===== src/rtl/fabric_stream_fifo.sv =====
// fabric_stream_fifo: elastic valid/ready buffer with optional fall-through bypass and occupancy/high-water outputs.
// Define FABRIC_STREAM_FIFO_HWM_EN to enable the high-water-mark register; otherwise hwm reads 0.
module fabric_stream_fifo #(
  parameter int WIDTH  = 32,
  parameter int DEPTH  = 4,
  parameter int BYPASS = 0,
  parameter int CW     = $clog2(DEPTH + 1)
) (
  input  logic             clk,
  input  logic             rst,
  input  logic             flush,
  input  logic             in_valid,
  output logic             in_ready,
  input  logic [WIDTH-1:0] in_data,
  output logic             out_valid,
  input  logic             out_ready,
  output logic [WIDTH-1:0] out_data,
  output logic [CW-1:0]    count,
  output logic [CW-1:0]    hwm
);
  localparam int PW = (DEPTH > 1) ? $clog2(DEPTH) : 1;
  localparam logic [PW-1:0] LAST = PW'(DEPTH - 1);
  localparam logic [CW-1:0] FULL = CW'(DEPTH);
  logic [WIDTH-1:0] mem [DEPTH];
  logic [PW-1:0] wp, rp;
  logic [CW-1:0] cnt_n;
  logic empty, byp, push, pop, wr;
  assign empty     = (count == '0);
  assign byp       = (BYPASS != 0) && empty;
  assign in_ready  = !rst && !flush && (count != FULL);
  assign push      = in_valid && in_ready;
  assign out_valid = !rst && !flush && (empty ? (byp && push) : 1'b1);
  assign out_data  = byp ? in_data : mem[rp];
  assign pop       = out_valid && out_ready && !empty;
  // a beat handed straight through while empty is never written
  assign wr        = push && !(byp && out_ready);
  assign cnt_n     = count + CW'(wr) - CW'(pop);
  always_ff @(posedge clk) begin
    if (wr) mem[wp] <= in_data;
  end
  always_ff @(posedge clk) begin
    if (rst || flush) begin
      wp    <= '0;
      rp    <= '0;
      count <= '0;
    end else begin
      if (wr) wp <= (wp == LAST) ? '0 : wp + PW'(1);
      if (pop) rp <= (rp == LAST) ? '0 : rp + PW'(1);
      count <= cnt_n;
    end
  end
`ifdef FABRIC_STREAM_FIFO_HWM_EN
  logic [CW-1:0] hwm_q;
  always_ff @(posedge clk) begin
    if (rst || flush) hwm_q <= '0;
    else if (cnt_n > hwm_q) hwm_q <= cnt_n;
  end
  assign hwm = hwm_q;
`else
  assign hwm = '0;
`endif
endmodule


===== config.mk =====
export PLATFORM = sky130hd
export DESIGN_NAME = fabric_stream_fifo
export DESIGN_NICKNAME = d
export VERILOG_FILES = /design/src/rtl/fabric_stream_fifo.sv
export SDC_FILE = /design/constraint.sdc
export NUM_CORES = 1
export LEC_CHECK = 0
export ABC_AREA = 1
export CAP_MARGIN = 20
export CORE_MARGIN = 2
export CORE_UTILIZATION = 58
export CTS_CLUSTER_DIAMETER = 100
export DETAILED_ROUTE_END_ITERATION = 8
export MAX_ROUTING_LAYER = met4
export PLACE_DENSITY = 0.84
export SYNTH_ARGS = -nofsm -noshare
export SYNTH_HDL_FRONTEND = slang
export SYNTH_SLANG_ARGS = --single-unit
export TNS_END_PERCENT = 5

===== constraint.sdc =====
create_clock -name clk -period 7.95 [get_ports clk]
set_clock_uncertainty 0.1 [all_clocks]
set_input_delay 1.59 -clock clk [delete_from_list [all_inputs] [get_ports clk]]
set_output_delay 1.59 -clock clk [all_outputs]
set_load 0.05 [all_outputs]

# ---- After elaboration in Yosys (flattened, before gate mapping)
# Memories as Yosys holds them, arrays and structs flattened. A register that Yosys moved wholly into a read port is not among the register bits.
# Cells that the tools add are included.
dict set report word_totals {
  register_bits 7
  ram_bits 128
  output_inout_bits 40
  word_cells 29
  n_memories 1
}
# name depth width read_ports rd_clocked_by_memory_dff write_ports line
set memory_table {}
lappend memory_table {mem 4 32 1 1 1 24} ;# logic [WIDTH-1:0] mem [DEPTH];
dict set report op_classes {
  add_sub_neg 4
  n_eq_ne 3
  muxes 7
  reduce_logical 11
}
# cell n
set ops {}
lappend ops {{$mux 2} 4}
lappend ops {{$logic_and 1x1->1} 6}
lappend ops {{$add 2x1->2 const B} 2}
lappend ops {{$eq 2x2->1 const B} 2}
lappend ops {{$add 3x1->3} 1}
lappend ops {{$logic_not 1->1} 3}
lappend ops {{$logic_not 3->1} 1}
lappend ops {{$mux 1} 3}
lappend ops {{$ne 3x3->1 const B} 1}
lappend ops {{$sub 3x1->3} 1}
lappend ops {{$logic_or 1x1->1} 1}

# ---- Depth between registers and ports, before layout
# Gate-level depths: netlist of run 1.
dict set report logic_depth {
  ltp_word 7
  ltp_mapped 11
  depth_no_buf 11
}

# ---- Worst setup path after synthesis of run 1
# OpenSTA, ideal clock, no wires.
dict set report synth_path {
  path_kind {input port to output port}
  from {input flush}
  to {output out_valid}
  arrival_ps 2576
  required_time_ps 6260
  path_slack_ps 3684
  cell_stages 3
  cell_sequence {nor2_8 inv_2 a21oi_1}
}
dict set report synth_via {
  elab_chain_len 3
}
# item line
set synth_lines {}
lappend synth_lines {{start, declared} 11} ;# input logic flush,
lappend synth_lines {{$logic_not 1->1} 32} ;# assign out_valid = !rst && !flush && (empty ? (byp && push) : 1'b1);
lappend synth_lines {{$logic_and 1x1->1 (2 in a row)} 32}
lappend synth_lines {{end, declared} 15} ;# output logic out_valid,
# No other way between the ends.

# ---- Worst setup path in the final report of run 1
dict set report layout_path {
  from {input flush}
  to {output in_ready}
}
dict set report layout_via {
  elab_chain_len 3
}
# item line
set layout_lines {}
lappend layout_lines {{$logic_not 1->1} 30} ;# assign in_ready = !rst && !flush && (count != FULL);
lappend layout_lines {{$logic_and 1x1->1 (2 in a row)} 30}
lappend layout_lines {{end, declared} 13} ;# output logic in_ready,
# No other way between the ends.

==> out/results.txt, run 1 <==
Initial Util - 60.4%
GRT Total Usage - 23.6%
type of the worst setup path - input pin to output pin
Pleak - 2.28 nW
Avg Inst Size Synth - 14.0 um^2
vias in the first global route - 3401
met2 wire len - 5.27 mm
post-synthesis mux area share - 0%
post-synthesis sequential area ratio - 75.7%
crit path DAT - 3320 ps
main combinational cell family by area after synthesis - compound AO/OA/AOI/OAI gates
Final WS setup - 2940 ps
gr ovfl total - 0
XOR/XNOR Fraction of Synth Area - 0%
routed vias/inst - 5.76
core area - 0.00881 mm^2
Pre-Repair DR Iteration Count - 5
Final GP Congestion - 0.769
crit path cell chain - clkdlybuf4s50_1 > nor2_8 > inv_2 > a21oi_2 > clkdlybuf4s50_1
outcome - finished, final reports clean
total clock sinks - 137
Overall Power - 0.00165 W
fmax - 200 MHz
Area contributors post-synth - edfxtp_1 (72%), nor2_1 (5.4%), o21ai_1 (4.3%), o22ai_1 (3.8%), dfxtp_1 (3.4%)
commonest non-fill, non-tap cell in the layout - edfxtp_1
endpoints failing setup - 0
Synth Area in Compound Gates - 10.2%
Post-DP HPWL - 5.69 mm
Synthesis Warnings - 0
final period demand of the worst path - 5010 ps
CP Buf/Inv Count - 3
Max Slew Vio Count - 0
hold path depth - 2
initial antenna violation count - 0
hold_buf cts - 0
Die Ht - 99.7 um
post_cts resized - 0
Reg clk slew, reported paths - 60 ps
htree depth - 4
Seq cells post-synth - 137
Setup Buffers After CTS - 0
simple-gate share of the synthesized area - 7.58%
Final Hold Fails - 0
CTS tree - built
Worst Reg-to-Reg Cells - 10
setup TNS - 0 ps
row count - 34
io pins - 77
clock root cell - clkbuf_8
Synth Area in Adders - 2.02%
Die Area - 0.00995 mm^2
WL final - 10.8 mm
Worst-Margin Slew - 1070 ps
R2R Path End - count[2]
area leader, netlist - edfxtp_1
NumNets Final - 499
critical path's slowest cell - clkdlybuf4s50_1
first-pass GRT wire length - 17.0 mm
relative slew slack - 28.7%
Yosys cell types - 25
Worst Path Required - 6260 ps
mapped cell area - 0.00532 mm^2
Hold WC Path Type - register to register
Top Metal Used - met4
Final Cycle Share - 63.0%
highest-count cells in the layout ignoring fill and taps - edfxtp_1 (128), nor2_1 (73), clkdlybuf4s50_1 (73), o21ai_1 (46), o22ai_1 (32)
CP endpoint kind - output pin
min-delay src - rp[1]
Vias - 3314
CTS Buffer Depth - 2
worst-path maximum fanout - 7
Max Cap Viol - 0
I/O Buffers - 73
layout cells sized above 1 - 10.5%
R2R Path Start - count[1]
number of remaining DRC errors - 0
Place WS - 2940 ps
delay-heaviest family, CP - buffers and inverters
Routed WL per cell - 18.8 um
cts bufs inserted - 17
Worst R2R Setup Slack - 5870 ps
Hold Path Sink - rp[1]
RSZ-0062 raised after global routing - no
Post-Syn Instances - 380
1st-iter DRT viols - 286
Crit path top cell by count - clkdlybuf4s50_1
met3 wire len - 776 um
top-area cell type share of the netlist area - 72.3%
chip width - 99.7 um
critical path launch point type - input pin
Max VDD drop - 199 uV
Area Overhead vs Synth - 25.3%
Clock Latency Late Sink - 510 ps
pwr dens - 247 mW/mm^2
n_diodes - 0
met1 wire length - 4.50 mm
DRT antenna net count - 0
Largest stage delay, worst path - 820 ps
largest net degree at the start of global routing - 66
## cells in the mapped netlist
cell,instances
a21oi_1,2
a21oi_2,1
buf_2,9
buf_4,5
buf_6,7
clkbuf_1,1
conb_1,1
dfxtp_1,9
edfxtp_1,128
fa_1,1
ha_1,7
inv_1,12
inv_2,4
inv_6,1
nand2_1,9
nand2_2,1
nand3_1,4
nand3_2,1
nand3_4,1
nor2_1,77
nor2_2,1
nor2_8,1
o21ai_0,19
o21ai_1,46
o22ai_1,32
## area by class of cell
type | instances | area, um^2
flip-flops and latches | 137 | 4030
inverters | 17 | 68.8
repair buffers | 75 | 746
clock buffers | 18 | 418
fillers | 525 | 2140
multi-input cells | 206 | 1100
well taps | 108 | 135
clock inverters | 14 | 175
## power breakdown
part	switching, W	total (W)	internal, W	leakage [nW]
Combinational	0.0000506	0.0000816	0.0000310	0.779
Clock	0.000292	0.000770	0.000479	0.270
Sequential	0.00000195	0.000797	0.000795	1.23
Total	0.000344	0.00165	0.00130	2.28
## cell families (layout without fill, tap and decap cells)
kind of cell	count (synthesis)	count (layout)
DFF	137	137
AOI/OAI and AO/OA	100	100
and+or+nand+nor	95	95
buffers and inverters	39	124
adders and majority gates	8	8
other	1	3
## worst max-delay path by stage
stage	depth (start not counted)	startpoint	slack, ps	to
floorplan	3	flush	3680	out_valid
global placement	5	flush	2970	in_ready
detailed placement	5	flush	2940	in_ready
CTS	5	flush	2930	in_ready
global route	5	flush	2870	in_ready
finish	5	flush	2940	in_ready
## worst reg2reg max path, cell delays in order, from the launching register on
cell	delay [ps]
dfxtp_1	340
nor2_2	230
nand2_1	90
nand3_2	90
inv_2	50
ha_1	260
inv_1	40
ha_1	180
fa_1	380
o21ai_0	110
a21oi_1	90
## per-stage QoR
stage,hold slack [ps],area [um^2],instances,utilization (%)
6_report,405,6660,575,75.7
5_1_grt,446,6660,575,75.7
4_1_cts,402,6660,575,75.7
3_5_place_dp,389,6070,543,68.9
3_3_place_gp,390,6070,543,68.9
2_1_floorplan,361,5320,382,-
## sequential cells by signal, summed over array words and instances (netlist names), named ones only
register,count
count,3
rp,2
wp,2
mem,128
## per-layer routing
metal	GRT usage [%]	up-vias
met2	36.3	137
met3	7.17	27
li1	-	1547
met5	-	-
met4	10.9	0
met1	29.0	1603
Note: power is estimated with default switching activity, not from simulation.
==> run 2, diff against run 1 <==
- CORE_UTILIZATION: 58 -> 49
- PLACE_DENSITY: 0.84 -> 0.76
- clock period: 7.95 -> 4.52 ns (I/O delays scaled with it)
==> run 2 against run 1 <==
Compared with the run above: via count fell by 2.7%; critical path depth fell by 1; die area rose by 18%; count of clock-buffer cells in the layout rose by 1; sequential power rose by 76%; largest power group unchanged.
==> out/results.txt, run 2 (synthesis gave the netlist of run 1 again) <==
R2R Path End - mem[3][18] (was count[2])
endpoints failing setup - 0 (unchanged)
Setup crit end - out_data[8] (was in_ready)
Reg clk slew, reported paths - 60 ps (about the same)
Initial Util - 49.7% (was 60.4%)
CTS tree - built (unchanged)
Max VDD drop - 234 uV (was 199 uV)
worst-path maximum fanout - 42 (was 7)
type of the worst setup path - register to output pin (was input pin to output pin)
post_cts resized - 0 (unchanged)
Biggest register - mem (unchanged)
Pre-Repair DR Iteration Count - 4 (was 5)
hold_buf cts - 0 (unchanged)
core area - 0.0107 mm^2 (was 0.00881 mm^2)
Max Slew Vio Count - 0 (unchanged)
largest net degree at the start of global routing - 65 (was 66)
Final Hold Fails - 0 (unchanged)
layout cells sized above 1 - 9.79% (was 10.5%)
first-pass GRT wire length - 15.7 mm (was 17.0 mm)
Final Cycle Share - 87.9%
routed vias/inst - 5.29 (was 5.76)
Max Cap Viol - 0 (unchanged)
outcome - finished, final reports clean (unchanged)
crit path DAT - 2970 ps (was 3320 ps)
Clock Latency Late Sink - 500 ps (was 510 ps)
htree depth - 4 (unchanged)
gr ovfl total - 0 (unchanged)
io pins - 77 (unchanged)
WL final - 10.1 mm (was 10.8 mm)
fmax - 252 MHz
Overall Power - 0.00277 W (was 0.00165 W)
min-delay src - rp[0] (was rp[1])
relative slew slack - 45.0% (was 28.7%)
NumNets Final - 503 (was 499)
post-route cell area - 0.00667 mm^2 (was 0.00666 mm^2)
top flop regs - mem (128), count (3) (unchanged)
setup TNS - 0 ps (unchanged)
Pleak - 2.29 nW (was 2.28 nW)
Routed WL per cell - 16.5 um (was 18.8 um)
cts bufs inserted - 17 (unchanged)
Area Overhead vs Synth - 25.5% (was 25.3%)
1st-iter DRT viols - 151 (was 286)
Vias - 3224 (was 3314)
Hold WC Path Type - register to register (unchanged)
GRT Total Usage - 18.7% (was 23.6%)
highest-count cells in the layout ignoring fill and taps - edfxtp_1 (128), nor2_1 (73), clkdlybuf4s50_1 (73), o21ai_1 (46), o22ai_1 (32) (unchanged)
Final GP Congestion - 0.741 (was 0.769)
Worst Reg-to-Reg Cells - 5 (was 10)
Worst Path Required - 3520 ps (was 6260 ps)
Post-DP HPWL - 5.95 mm (was 5.69 mm)
pwr dens - 416 mW/mm^2 (was 247 mW/mm^2)
final core occ - 62.4% (was 75.7%)
Post-DP Area - 0.00614 mm^2 (was 0.00607 mm^2)
n_diodes - 0 (unchanged)
Die Area - 0.0117 mm^2 (was 0.00995 mm^2)
Setup Buffers After CTS - 0 (unchanged)
R2R Path Start - count[1] (unchanged)
number of flip-flops in the largest register - 128 (unchanged)
total clock sinks - 137 (unchanged)
RSZ-0062 raised after global routing - no (unchanged)
initial antenna violation count - 0 (unchanged)
CP endpoint kind - output pin (unchanged)
chip width - 108 um (was 99.7 um)
Worst-Margin Slew - 825 ps (was 1070 ps)
I/O Buffers - 73 (unchanged)
final period demand of the worst path - 3970 ps
clock root cell - clkbuf_8 (unchanged)
Die Ht - 108 um (was 99.7 um)
vias in the first global route - 3159 (was 3401)
number of remaining DRC errors - 0 (unchanged)
critical path launch point type - register (was input pin)
row count - 38 (was 34)
CTS Buffer Depth - 2 (unchanged)
Worst R2R Setup Slack - 2400 ps (was 5870 ps)
DRT antenna net count - 0 (unchanged)
commonest non-fill, non-tap cell in the layout - edfxtp_1 (unchanged)
==> run 2: routing by layer <==
metal  track usage, %  vias to the layer above  wire [um]
met3             6.45                        8        523
li1                 -                     1544          -
met5                -                        -          0
met4             4.67                        0         84
met2             30.3                       88       5010
met1             22.7                     1584       4440
==> run 2: final cells by class <==
type / instances / area (um^2)
fill: 846 / 4030
sequential: 137 / 4030
multi-input combinational: 206 / 1100
timing repair buffer: 79 / 776
clock buffer: 19 / 422
tap: 140 / 175
clock inverter: 12 / 108
inverter: 17 / 68.8
==> run 2: through the flow <==
step / instances / hold WS [ps] / setup slack, ps
global route: 610 / 446 / 372
finish: 610 / 405 / 545
global placement: 579 / 393 / 906
detailed placement: 579 / 394 / 860
CTS: 610 / 407 / 522
floorplan: 382 / 361 / 1460
==> run 2: how the worst min path moves through the flow <==
stage	end	slack, ps	cells after the start
CTS	rp[1]	410	2
finish	register	400	2
floorplan	register	360	2
global placement	rp[1]	390	2
detailed placement	rp[1]	390	2
global route	register	450	2
==> run 2: power by group <==
group	switching, W	total [W]	internal, W
combinational	0.0000868	0.000142	0.0000550
sequential	0.00000413	0.00140	0.00140
clock	0.000462	0.00123	0.000768
==> run 2: critical path, cell delays in order (launching register included) <==
cell,delay (ps)
dfxtp_2,860
buf_4,400
o21ai_1,120
o22ai_1,230
clkdlybuf4s50_1,850
==> variant 1: new RTL, config.mk and constraints of run 2 <==
The option `FABRIC_STREAM_FIFO_HWM_EN` is turned on by a define.
--- a/src/rtl/fabric_stream_fifo.sv
+++ b/src/rtl/fabric_stream_fifo.sv
@@ -1,5 +1,7 @@
 // fabric_stream_fifo: elastic valid/ready buffer with optional fall-through bypass and occupancy/high-water outputs.
 // Define FABRIC_STREAM_FIFO_HWM_EN to enable the high-water-mark register; otherwise hwm reads 0.
+`define FABRIC_STREAM_FIFO_HWM_EN
+
 module fabric_stream_fifo #(
   parameter int WIDTH  = 32,
   parameter int DEPTH  = 4,
Check against the original RTL: not equivalent (a bounded check fails within 4 cycles, from zero or initial values).
==> variant 1 against run 2 <==
- sequential cell count up 3
- routed wire length up 7.1%
- final area up 3.0%
- worst hold slack worse by 15 ps
- first-iteration DRC count up 44%
- non-clock buffer count up 4
- sequential power up 3%
- total power up 2.5%
- sequential share of layout area down 0.91 points
- area after synthesis up 2.3%
- critical path depth unchanged
- setup slack better by 56 ps
- largest cell class unchanged
==> variant 1: results (changes against run 2) <==
[metrics] result of the run: finished, final reports clean
[metrics] critical path startpoint category: flop
[metrics] Via Count: 3537 (+9.7%)
[metrics] worst hold path startpoint: rp[0]
[metrics] Routability Congestion: 0.8467 (+14%)
[metrics] count of distinct cell types in the synthesized netlist: 23 (-8.0%)
[metrics] buffer levels on the longest clock path: 2 (unchanged)
[metrics] post-DP HPWL: 6.417 mm (+7.8%)
[metrics] Final Net Count: 541 (+7.6%)
[metrics] number of I/O port buffers: 76 (+4.1%)
[metrics] post-detailed-route DRC marker count: 0 (unchanged)
[metrics] worst vdd rail ir drop: 0.0002442 V (+4.3%)
[metrics] post_cts resized: 0 (unchanged)
[metrics] dominant register cell in the synthesized netlist: edfxtp_1
[metrics] TritonCTS buffer count: 17 (unchanged)
[metrics] total routed wirelength: 10.77 mm (+7.1%)
[metrics] maximum number of pins on one net before global-route repair: 65 (unchanged)
[metrics] setup repair bufs after CTS: 0 (unchanged)
[metrics] Clock Latency Late Sink: 500 ps (about the same)
[metrics] clock tree root driver cell: clkbuf_8
[metrics] leakage power figure: 2.418 nW (+5.5%)
[metrics] antenna cells: 0 (unchanged)
[metrics] Tot GR Track Use: 19.34% (+0.66 points)
[metrics] fill cell count: 811 (-4.1%)
[metrics] type of the most critical hold path: flop to flop
[metrics] CP Max Fanout: 38 (-9.5%)
[metrics] Syn Nets: approximately 460
[metrics] list of most frequent post-synthesis cells: 128 x edfxtp_1, 80 x nor2_1, 36 x o21ai_0, 32 x o22ai_1, 29 x o21ai_1
[metrics] startpoint of the lowest-slack register-to-register path: count[1]
[metrics] layout cell share with drive strength beyond 1: 9.325% (-0.46 points)
[metrics] count of routing violations after the opening detailed-route iteration: 217 (+44%)
[metrics] clock-pin transition on the worst setup and hold timing paths: 60 ps (about the same)
[metrics] transition time at the pin with the least slew margin: 733.8 ps (-90.77 ps)
[metrics] warnings from Yosys: 0 (unchanged)
[metrics] post-synthesis sequential area ratio: 75.09% (-0.60 points)
[metrics] via count of the first global-routing pass: 3389 (+7.3%)
[metrics] critical path data arrival time: 2910 ps (-60 ps)
[metrics] largest cells by area after synthesis: edfxtp_1 71%, nor2_1 5.5%, dfxtp_1 4.4%, o22ai_1 3.7%, o21ai_0 3.3%
[metrics] wire length of the first global-routing pass: 16.55 mm (+5.7%)
variant 1: cell types whose count changed after synthesis, sizes merged, moves of 2 or more:
cell | before | now
nand3 | 6 | 8
ha | 7 | 10
clkbuf | 1 | 7
nand2 | 10 | 25
dfxtp | 9 | 12
inv | 17 | 25
nor2 | 79 | 82
buf | 21 | 12
variant 1: path summary, 6_finish.rpt:
kind                                      to  slack (ps)  cells past startpoint
worst min-delay path                    flop         390                      2
worst max register to register        hwm[2]        1240                     24
worst max-delay path            out_data[15]         600                      4
worst min register to register          flop         390                      2
variant 1: final cells by class:
class / count / area share, %
clock buffers: 20 / 6.190
multi-input cells: 226 / 17.42
clock inverters: 10 / 1.129
repair buffers: 83 / 11.83
flip-flops and latches: 140 / 59.44
well taps: 140 / 2.549
inverters: 25 / 1.438
variant 1: where the power goes:
group | internal [W] | switching [W]
Clock | 0.000712 | 0.000465
Sequential | 0.00143 | 0.00000818
Combinational | 0.0000840 | 0.000142
variant 1: per-stage QoR:
stage               cell area, sq um  instances  hold WS (ps)  setup slack [ps]  utilization (%)
finish                          6873        644         389.4             601.1            63.40
global route                    6873        644         446.5             342.8            63.40
CTS                             6873        644         396.6             623.8            63.40
detailed placement              6370        614         388.3             134.7            58.76
global placement                6370        614         390.1             396.9            58.76
floorplan                       5439        410         359.9             735.0                -
variant 1: critical path, stage by stage (launching register included):
cell and delay [ps]:
dfxtp_2 670, buf_4 450, o21ai_0 150, o22ai_1 260, clkdlybuf4s50_1 850
variant 1: logic make-up after synthesis:
| group | after synthesis | share of synthesized area [%] |
|---|---|---|
| flip-flops | 140 | 75.09 |
| buffers and inverters | 44 | 3.451 |
| AO/OA/AOI/OAI | 99 | 10.05 |
| adder cells (fa/ha/maj) | 11 | 2.669 |
| AND/OR/NAND/NOR | 116 | 8.742 |
variant 1: metal layers:
layer	part of all wire (%)	global-route usage [%]	vias to the layer above	wire [um]
met5	0	-	-	0
met4	1.2	7.505	0	129
met3	7.1	6.520	13	765
met2	49	29.67	145	5322
met1	42	23.90	1727	4557
li1	-	-	1652	-
==> variant 2: new RTL, settings of run 2 <==
Made on the original files. Register the output `count` once more; this adds one clock of latency there. The other outputs are not delayed to match.
--- a/src/rtl/fabric_stream_fifo.sv
+++ b/src/rtl/fabric_stream_fifo.sv
@@ -21,20 +21,22 @@
   localparam int PW = (DEPTH > 1) ? $clog2(DEPTH) : 1;
   localparam logic [PW-1:0] LAST = PW'(DEPTH - 1);
   localparam logic [CW-1:0] FULL = CW'(DEPTH);
+
+  logic [CW-1:0] count_s0;
   logic [WIDTH-1:0] mem [DEPTH];
   logic [PW-1:0] wp, rp;
   logic [CW-1:0] cnt_n;
   logic empty, byp, push, pop, wr;
-  assign empty     = (count == '0);
+  assign empty     = (count_s0 == '0);
   assign byp       = (BYPASS != 0) && empty;
-  assign in_ready  = !rst && !flush && (count != FULL);
+  assign in_ready  = !rst && !flush && (count_s0 != FULL);
   assign push      = in_valid && in_ready;
   assign out_valid = !rst && !flush && (empty ? (byp && push) : 1'b1);
   assign out_data  = byp ? in_data : mem[rp];
   assign pop       = out_valid && out_ready && !empty;
   // a beat handed straight through while empty is never written
   assign wr        = push && !(byp && out_ready);
-  assign cnt_n     = count + CW'(wr) - CW'(pop);
+  assign cnt_n     = count_s0 + CW'(wr) - CW'(pop);
   always_ff @(posedge clk) begin
     if (wr) mem[wp] <= in_data;
   end
@@ -42,11 +44,11 @@
     if (rst || flush) begin
       wp    <= '0;
       rp    <= '0;
-      count <= '0;
+      count_s0 <= '0;
     end else begin
       if (wr) wp <= (wp == LAST) ? '0 : wp + PW'(1);
       if (pop) rp <= (rp == LAST) ? '0 : rp + PW'(1);
-      count <= cnt_n;
+      count_s0 <= cnt_n;
     end
   end
 `ifdef FABRIC_STREAM_FIFO_HWM_EN
@@ -59,5 +61,9 @@
 `else
   assign hwm = '0;
 `endif
+  always_ff @(posedge clk) begin
+    count <= count_s0;
+  end
+
 endmodule
 
Behaviour: not the same (a bounded check fails within 4 cycles, from zero or initial values).
==> variant 2 against run 2 <==
- setup slack better by 140 ps
- total power up 6.5%
- area after synthesis rose by 1.1%
- final area rose by 2.1%
- sequential share of layout area is 0.35 points lower
- routed wire length is 6.3% higher
- non-clock buffer count is 2 higher
- sequential cell count is 3 higher
- largest cell class unchanged
==> variant 2: results (changes against run 2) <==
[metrics] top flop regs: mem x128, count x3, count_s0 x3
[metrics] last element of the critical path: out_data[21]
[metrics] worst hold path stage count: 0 (-2)
[metrics] Wirelength per Cell: 17.38 um (+5.4%)
[metrics] Final Net Count: 508 (+0.99%)
[metrics] fill cell count: 805 (-4.8%)
[metrics] via count of the first global-routing pass: 3314 (+4.9%)
[metrics] longest individual stage delay on the worst path: 840 ps (-20 ps)
[metrics] headroom to the max-slew limit: 51.25% (+6.2 points)
[metrics] wire length of the first global-routing pass: 16.87 mm (+7.8%)
[metrics] non-clk buf share: 11.61% (-0.017 points)
[metrics] largest cells by area after synthesis: edfxtp_1 71%, nor2_1 5.4%, dfxtp_1 4.5%, o21ai_1 4.3%, o22ai_1 3.7%
[metrics] critical path data arrival time: 2830 ps (-140 ps)
[metrics] leakage power figure: 2.350 nW (+2.5%)
[metrics] worst vdd rail ir drop: 0.0002277 V (-2.8%)
[metrics] layout cell share with drive strength beyond 1: 10.95% (+1.2 points)
[metrics] sequential share of cell area: 60.00% (-0.35 points)
[metrics] Setup WS pre-CTS: 878.2 ps (+18.09 ps)
[metrics] CP Max Fanout: 33 (-21%)
[metrics] cell type of the slowest stage on the worst timing path: clkdlybuf4s50_1
[metrics] post-DP HPWL: 6.236 mm (+4.8%)
[metrics] Non-clock buffers: 81 (+2.5%)
[metrics] startpoint of the lowest-slack register-to-register path: count_s0[1]
[metrics] worst hold path startpoint: count_s0[0]
[metrics] result of the run: finished, final reports clean
[metrics] layout clock buffer count: 18 (-1)
[metrics] number of detailed-route iterations in the first pass: 5 (+1)
-- variant 2: changes by cell type after synthesis --
cell,change
dfxtp_1,+3
-- variant 2: through the flow --
step	hold slack, ps	instance area (sq um)	instances
detailed placement	284.6	6216	584
floorplan	266.3	5384	385
global route	306.7	6809	615
CTS	296.8	6809	615
finish	294.2	6809	615
global placement	288.4	6216	584
-- variant 2: metal layers --
layer  global-route usage (%)  vias up  wire (um)
met5                        -        -          0
met3                    6.993        6        770
li1                         -     1564          -
met1                    23.73     1629       4379
met4                    6.502        0         71
met2                    32.10       99       5467
-- variant 2: power breakdown --
| part | switching [W] | internal, W |
|---|---|---|
| registers | 0.00000404 | 0.00142 |
| logic | 0.0000882 | 0.0000556 |
| clock network | 0.000496 | 0.000886 |
-- variant 2: cell families after synthesis --
kind of cell / share of synthesized area, %
and+or+nand+nor: 7.494
adders and majority gates: 2.001
DFF: 75.96
AOI/OAI and AO/OA: 10.12
buffers and inverters: 4.352
other: 0.06975
